`src/rtl/spi_rx_pkg.sv`:
```
// Shared constants, FSM encoding and frame helpers for the SPI write-frame receiver.
package spi_rx_pkg;

  localparam int FRAME_BITS = 16;
  localparam int ADDR_W     = 7;
  localparam int DATA_W     = 8;
  localparam int CNT_W      = $clog2(FRAME_BITS + 1);

  typedef enum logic [2:0] {
    IDLE,
    SHIFT,
    HOLD,
    OVERRUN,
    COMMIT
  } state_e;

  localparam logic [ADDR_W-1:0] EN_OUT_7_0  = 7'd0;
  localparam logic [ADDR_W-1:0] EN_OUT_15_8 = 7'd1;
  localparam logic [ADDR_W-1:0] EN_PWM_7_0  = 7'd2;
  localparam logic [ADDR_W-1:0] EN_PWM_15_8 = 7'd3;
  localparam logic [ADDR_W-1:0] PWM_DUTY    = 7'd4;

  function automatic logic frame_is_write(
    input logic [FRAME_BITS-1:0] f,
    input logic [ADDR_W-1:0]     amax
  );
    return f[FRAME_BITS-1] && (f[FRAME_BITS-2:DATA_W] <= amax);
  endfunction

endpackage

```
`src/rtl/sync_edge_det.sv`:
```
// Multi-flop pin synchronizer with registered edge detection.
// Reset value is chosen per pin so an idle bus produces no edges.
module sync_edge_det #(
  parameter int   STAGES  = 2,
  parameter logic RST_VAL = 1'b0
) (
  input  logic clk,
  input  logic rst_n,
  input  logic pin,
  output logic level,
  output logic rise,
  output logic fall
);

  logic [STAGES-1:0] sync_q;
  logic              prev_q;

  always_ff @(posedge clk or negedge rst_n) begin
    if (!rst_n) begin
      sync_q <= {STAGES{RST_VAL}};
      prev_q <= RST_VAL;
    end else begin
      sync_q <= {sync_q[STAGES-2:0], pin};
      prev_q <= sync_q[STAGES-1];
    end
  end

  assign level = sync_q[STAGES-1];
  assign rise  = level & ~prev_q;
  assign fall  = ~level & prev_q;

endmodule

```
`src/rtl/spi_frame_rx.sv`:
```
// SPI mode-0 write-frame receiver; commits one register write per clean frame on nCS release.
// Define SPI_RX_ERR_CNT_EN to build the saturating frame-error counter.
module spi_frame_rx
  import spi_rx_pkg::*;
#(
  parameter int SYNC_STAGES = 2,
  parameter int ADDR_MAX    = 4
) (
  input  logic       clk,
  input  logic       rst_n,
  input  logic       sclk,
  input  logic       copi,
  input  logic       ncs,
  output logic       wr_valid,
  output logic [6:0] wr_addr,
  output logic [7:0] wr_data,
  output logic       frame_err,
  output logic       busy,
  output logic [7:0] err_count
);

  logic sclk_level_unused, sclk_rise, sclk_fall_unused;
  logic copi_level, copi_rise_unused, copi_fall_unused;
  logic ncs_level, ncs_rise, ncs_fall;

  sync_edge_det #(.STAGES(SYNC_STAGES), .RST_VAL(1'b0)) u_sclk (
    .clk   (clk),
    .rst_n (rst_n),
    .pin   (sclk),
    .level (sclk_level_unused),
    .rise  (sclk_rise),
    .fall  (sclk_fall_unused)
  );

  sync_edge_det #(.STAGES(SYNC_STAGES), .RST_VAL(1'b0)) u_copi (
    .clk   (clk),
    .rst_n (rst_n),
    .pin   (copi),
    .level (copi_level),
    .rise  (copi_rise_unused),
    .fall  (copi_fall_unused)
  );

  sync_edge_det #(.STAGES(SYNC_STAGES), .RST_VAL(1'b1)) u_ncs (
    .clk   (clk),
    .rst_n (rst_n),
    .pin   (ncs),
    .level (ncs_level),
    .rise  (ncs_rise),
    .fall  (ncs_fall)
  );

  state_e                state_q, state_d;
  logic [FRAME_BITS-1:0] shift_q, shift_d;
  logic [CNT_W-1:0]      count_q, count_d;
  logic                  wr_valid_d, frame_err_d;
  logic                  wr_valid_q, frame_err_q;
  logic [ADDR_W-1:0]     wr_addr_q;
  logic [DATA_W-1:0]     wr_data_q;

  always_ff @(posedge clk or negedge rst_n) begin
    if (!rst_n) begin
      state_q <= IDLE;
      shift_q <= '0;
      count_q <= '0;
    end else begin
      state_q <= state_d;
      shift_q <= shift_d;
      count_q <= count_d;
    end
  end

  // ncs is checked before sclk in every state so a simultaneous
  // release and clock edge always ends the frame.
  always_comb begin
    state_d     = state_q;
    shift_d     = shift_q;
    count_d     = count_q;
    wr_valid_d  = 1'b0;
    frame_err_d = 1'b0;
    unique case (state_q)
      IDLE: begin
        if (ncs_fall || !ncs_level) begin
          state_d = SHIFT;
          shift_d = '0;
          count_d = '0;
        end
      end
      SHIFT: begin
        if (ncs_rise) begin
          frame_err_d = 1'b1;
          state_d     = IDLE;
        end else if (sclk_rise) begin
          shift_d = {shift_q[FRAME_BITS-2:0], copi_level};
          count_d = count_q + CNT_W'(1);
          if (count_q == CNT_W'(FRAME_BITS - 1))
            state_d = HOLD;
        end
      end
      HOLD: begin
        if (ncs_rise)
          state_d = COMMIT;
        else if (sclk_rise)
          state_d = OVERRUN;
      end
      OVERRUN: begin
        if (ncs_rise) begin
          frame_err_d = 1'b1;
          state_d     = IDLE;
        end
      end
      COMMIT: begin
        wr_valid_d = frame_is_write(shift_q, ADDR_W'(ADDR_MAX));
        state_d    = IDLE;
      end
      default: state_d = IDLE;
    endcase
  end

  always_ff @(posedge clk or negedge rst_n) begin
    if (!rst_n) begin
      wr_valid_q  <= 1'b0;
      frame_err_q <= 1'b0;
      wr_addr_q   <= '0;
      wr_data_q   <= '0;
    end else begin
      wr_valid_q  <= wr_valid_d;
      frame_err_q <= frame_err_d;
      if (wr_valid_d) begin
        wr_addr_q <= shift_q[FRAME_BITS-2:DATA_W];
        wr_data_q <= shift_q[DATA_W-1:0];
      end
    end
  end

  assign wr_valid  = wr_valid_q;
  assign frame_err = frame_err_q;
  assign wr_addr   = wr_addr_q;
  assign wr_data   = wr_data_q;
  assign busy      = (state_q != IDLE);

`ifdef SPI_RX_ERR_CNT_EN
  logic [7:0] err_cnt_q;

  always_ff @(posedge clk or negedge rst_n) begin
    if (!rst_n)
      err_cnt_q <= '0;
    else if (frame_err_q && err_cnt_q != 8'hFF)
      err_cnt_q <= err_cnt_q + 8'd1;
  end

  assign err_count = err_cnt_q;
`else
  assign err_count = 8'h00;
`endif

endmodule
```
`config.mk`:
```
export PLATFORM = sky130hd
export DESIGN_NAME = spi_frame_rx
export DESIGN_NICKNAME = d
export VERILOG_FILES = /design/src/rtl/spi_rx_pkg.sv /design/src/rtl/sync_edge_det.sv /design/src/rtl/spi_frame_rx.sv
export SDC_FILE = /design/constraint.sdc
export NUM_CORES = 1
export LEC_CHECK = 0
export ABC_CLOCK_PERIOD_IN_PS = 2880
export CAP_MARGIN = 20
export CORE_ASPECT_RATIO = 0.6
export CORE_UTILIZATION = 43
export CTS_BUF_LIST = sky130_fd_sc_hd__clkbuf_4 sky130_fd_sc_hd__clkbuf_8 sky130_fd_sc_hd__clkbuf_16
export DETAILED_ROUTE_END_ITERATION = 7
export HOLD_SLACK_MARGIN = 0.08
export PLACE_DENSITY = 0.66
export SYNTH_ARGS = -nofsm -noshare
export SYNTH_HDL_FRONTEND = slang
export SYNTH_SLANG_ARGS = --single-unit
```
`constraint.sdc`:
```
create_clock -name clk -period 2.88 [get_ports clk]
set_input_delay 0.72 -clock clk [delete_from_list [all_inputs] [get_ports clk]]
set_output_delay 0.72 -clock clk [all_outputs]
set_load 0.02 [all_outputs]
```
==> metrics.yaml <==
finish.instance_area_um2: 2400
setup_viol: 0
power_density_nw_per_um2: 601
startpoint_type: "flip-flop"
cts_made_buffers: 5
initial_utilization_pct: 46.9
drv_slew: 0
arrival_ns: 1.60
areaGrowthSynthToFinish_pct: 19.0
synth_seq_cells: 49
drt_pass1_iterations: 4
core_area_um2: 4300
viasPerCell: 4.84
r2r_end: "wr_addr[1]$_DFFE_PN0P_"
crit_family: "buffers and inverters"
dieArea_um2: 4980
grt_pass1_vias: 1146
fp.dieH_um: 55.1
drc: 0
crit_buf_inv: 2
max_cap_viol_count: 0
clock-root-buffer: "clkbuf_8"
end_kind: "output port"
power_uw: 1440
yosysWarnings: 0
post_cts_buffers: 0
hp-class: "reg2reg"
multi_input_area_um2: 697
die_w_um: 90.5
leakagePower_uw: 0.00111
cts_tree: "done"
antenna_found_initial: 0
rrSetupSlack_ns: 1.32
seqCellArea_um2: 1230
placed_area_um2: 2250
crit_fanout: 10
grt_pass1_wl_um: 5580
cp.depth: 3
r2r_start: "state_q[1]$_DFFE_PN0P_"
cts_resized: 0
diodes: 0
avgSynthCellArea_um2: 11.5
final_hold_viol_count: 0
ant_nets: 0
clk_pin_slew_ns: 0.08
fin_crit_sh_pct: 80.6
htreeDepth: 2
cpMaxStageDelayCell: "clkdlybuf4s50_1"
syn_inst: 176
drtIter0Drc: 88
min_period_ns: 2.32
grt_use_total_pct: 15.1
grt_setup_unrepaired: "false"
cts.sinks: 49
vias: 1263
clk_latency_ns: 0.30
setup_ws_ns: 0.559
nFillCells: 368
max_freq_mhz: 431
synth_seq_area_share_pct: 60.9
synthesis.area_um2: 2020
cts_max_path_buffers: 2
skew_ns: 0.00968
synth_cell_type_count: 32
critical-path-max-stage-delay_ns: 0.59
io_buffers: 22
tns_ns: 0
endpoint: "busy"
place.gp.congestion: 0.810
utilization_pct: 55.8
outcome: "finished clean"
io-pin-count: 31
dpl_worst_slack_ns: 0.881
cp_data_required_time_ns: 2.16
maxSlewHeadroom_pct: 61.5
worst_slew_pin_slew_ns: 0.578
startpoint: "state_q[0]$_DFFE_PN0P_"
wl_per_cell_um: 12.5
path_cells: "inv_1 > nand2_1 > clkdlybuf4s50_1"
ctsHoldBuffers: 0
peakVddDrop_v: 0.000304
crit_type: "reg2out"
overflow: 0
drive_gt1_share_pct: 15.4
wl_um: 3270
grt_max_degree: 48
worstRegToRegCells: 3
rows: 18
dpl.hpwl_um: 2200
finalNetCount: 207
cells by family (layout without fill, tap and decap cells):
family / after synthesis / count (layout) / share of synthesized area [%]
AO/OA/AOI/OAI: 31 / 31 / 8.67
adder cells (fa/ha/maj): 2 / 2 / 1.24
buffers and inverters: 20 / 38 / 6.13
flip-flops: 49 / 49 / 60.9
multiplexers: 11 / 11 / 7.25
other: 1 / 8 / 0.186
AND/OR/NAND/NOR: 62 / 62 / 15.6
per-layer routing:
metal,track usage [%],routed length [um]
met3,4.37,153
met5,0,0
met1,20.9,1710
met4,6.45,36
met2,22.3,1370
worst register-to-register path: stages (launching register included):
cell and delay [ns]:
dfrtp_1 0.47, nor4_4 0.37, nand3_4 0.25, mux2_4 0.37
report_power, final:
| group | internal (uW) | switching (uW) |
|---|---|---|
| Combinational | 61.4 | 113 |
| Clock | 293 | 213 |
| Sequential | 729 | 36.4 |
cell type report:
cell class                 instances  share of cell area, %
sequential                        49                   51.2
multi-input combinational        114                   29.0
timing repair buffer              26                   11.0
clock buffer                       7                   3.75
tap                               60                   3.13
clock inverter                     1                   1.25
inverter                           4                  0.625
state kept, by name (all words and copies together) (netlist names):
| register | cells |
|---|---|
| shift_q | 16 |
| frame_err | 1 |
| u_ncs.prev_q | 1 |
| u_ncs.sync_q | 2 |
| wr_data | 8 |
| u_sclk.sync_q | 2 |
| count_q | 5 |
| state_q | 3 |
| u_sclk.prev_q | 1 |
| u_copi.sync_q | 2 |
| wr_valid | 1 |
| wr_addr | 7 |
metrics by stage:
step                std cells  hold slack [ns]
floorplan                 183            0.331
global placement          252            0.334
detailed placement        252            0.340
CTS                       260            0.359
global route              261            0.371
finish                    261            0.355
worst min-delay path by stage:
stage | start | to | slack (ns) | depth (start not counted)
CTS | u_copi.sync_q[0]$_DFF_PN0_ | u_copi.sync_q[1]$_DFF_PN0_ | 0.36 | 0
detailed placement | u_copi.sync_q[0]$_DFF_PN0_ | u_copi.sync_q[1]$_DFF_PN0_ | 0.34 | 0
global route | u_ncs.sync_q[0]$_DFF_PN1_ | u_ncs.sync_q[1]$_DFF_PN1_ | 0.37 | 0
finish | u_copi.sync_q[0]$_DFF_PN0_ | u_copi.sync_q[1]$_DFF_PN0_ | 0.36 | 0
floorplan | u_copi.sync_q[0]$_DFF_PN0_ | u_copi.sync_q[1]$_DFF_PN0_ | 0.33 | 0
global placement | u_sclk.sync_q[0]$_DFF_PN0_ | u_sclk.sync_q[1]$_DFF_PN0_ | 0.33 | 0
synth_stat cells (all sizes together):
master	number	area, um2
nor2b	2	12.5
clkbuf	2	7.51
and2	5	31.3
nor4	2	27.5
nor3	3	15.0
conb	1	3.75
a21bo	1	10.0
a31oi	1	6.26
a21o	1	7.51
dfrtp	46	1150
and3	2	12.5
and4bb	1	12.5
o21ai	24	120
inv	4	15.0
a21oi	1	5.00
buf	14	101
nand3	3	27.5
nor3b	1	7.51
o211ai	1	7.51
o41ai	1	8.76
nor2	1	3.75
nand2	39	146
mux2	11	146
ha	2	25.0
nand2b	3	18.8
dfstp	3	78.8
a221o	1	10.0
layout by cell type, fill, tap and decap left out, drive strengths merged, types with 4 or more instances in the layout:
cell	instances
dfrtp	46
clkbuf	7
clkdlybuf4s50	21
inv	4
o21ai	24
and2	5
nand2	39
conb	8
mux2	11
buf	5
Power figures use the tool's default switching activity.
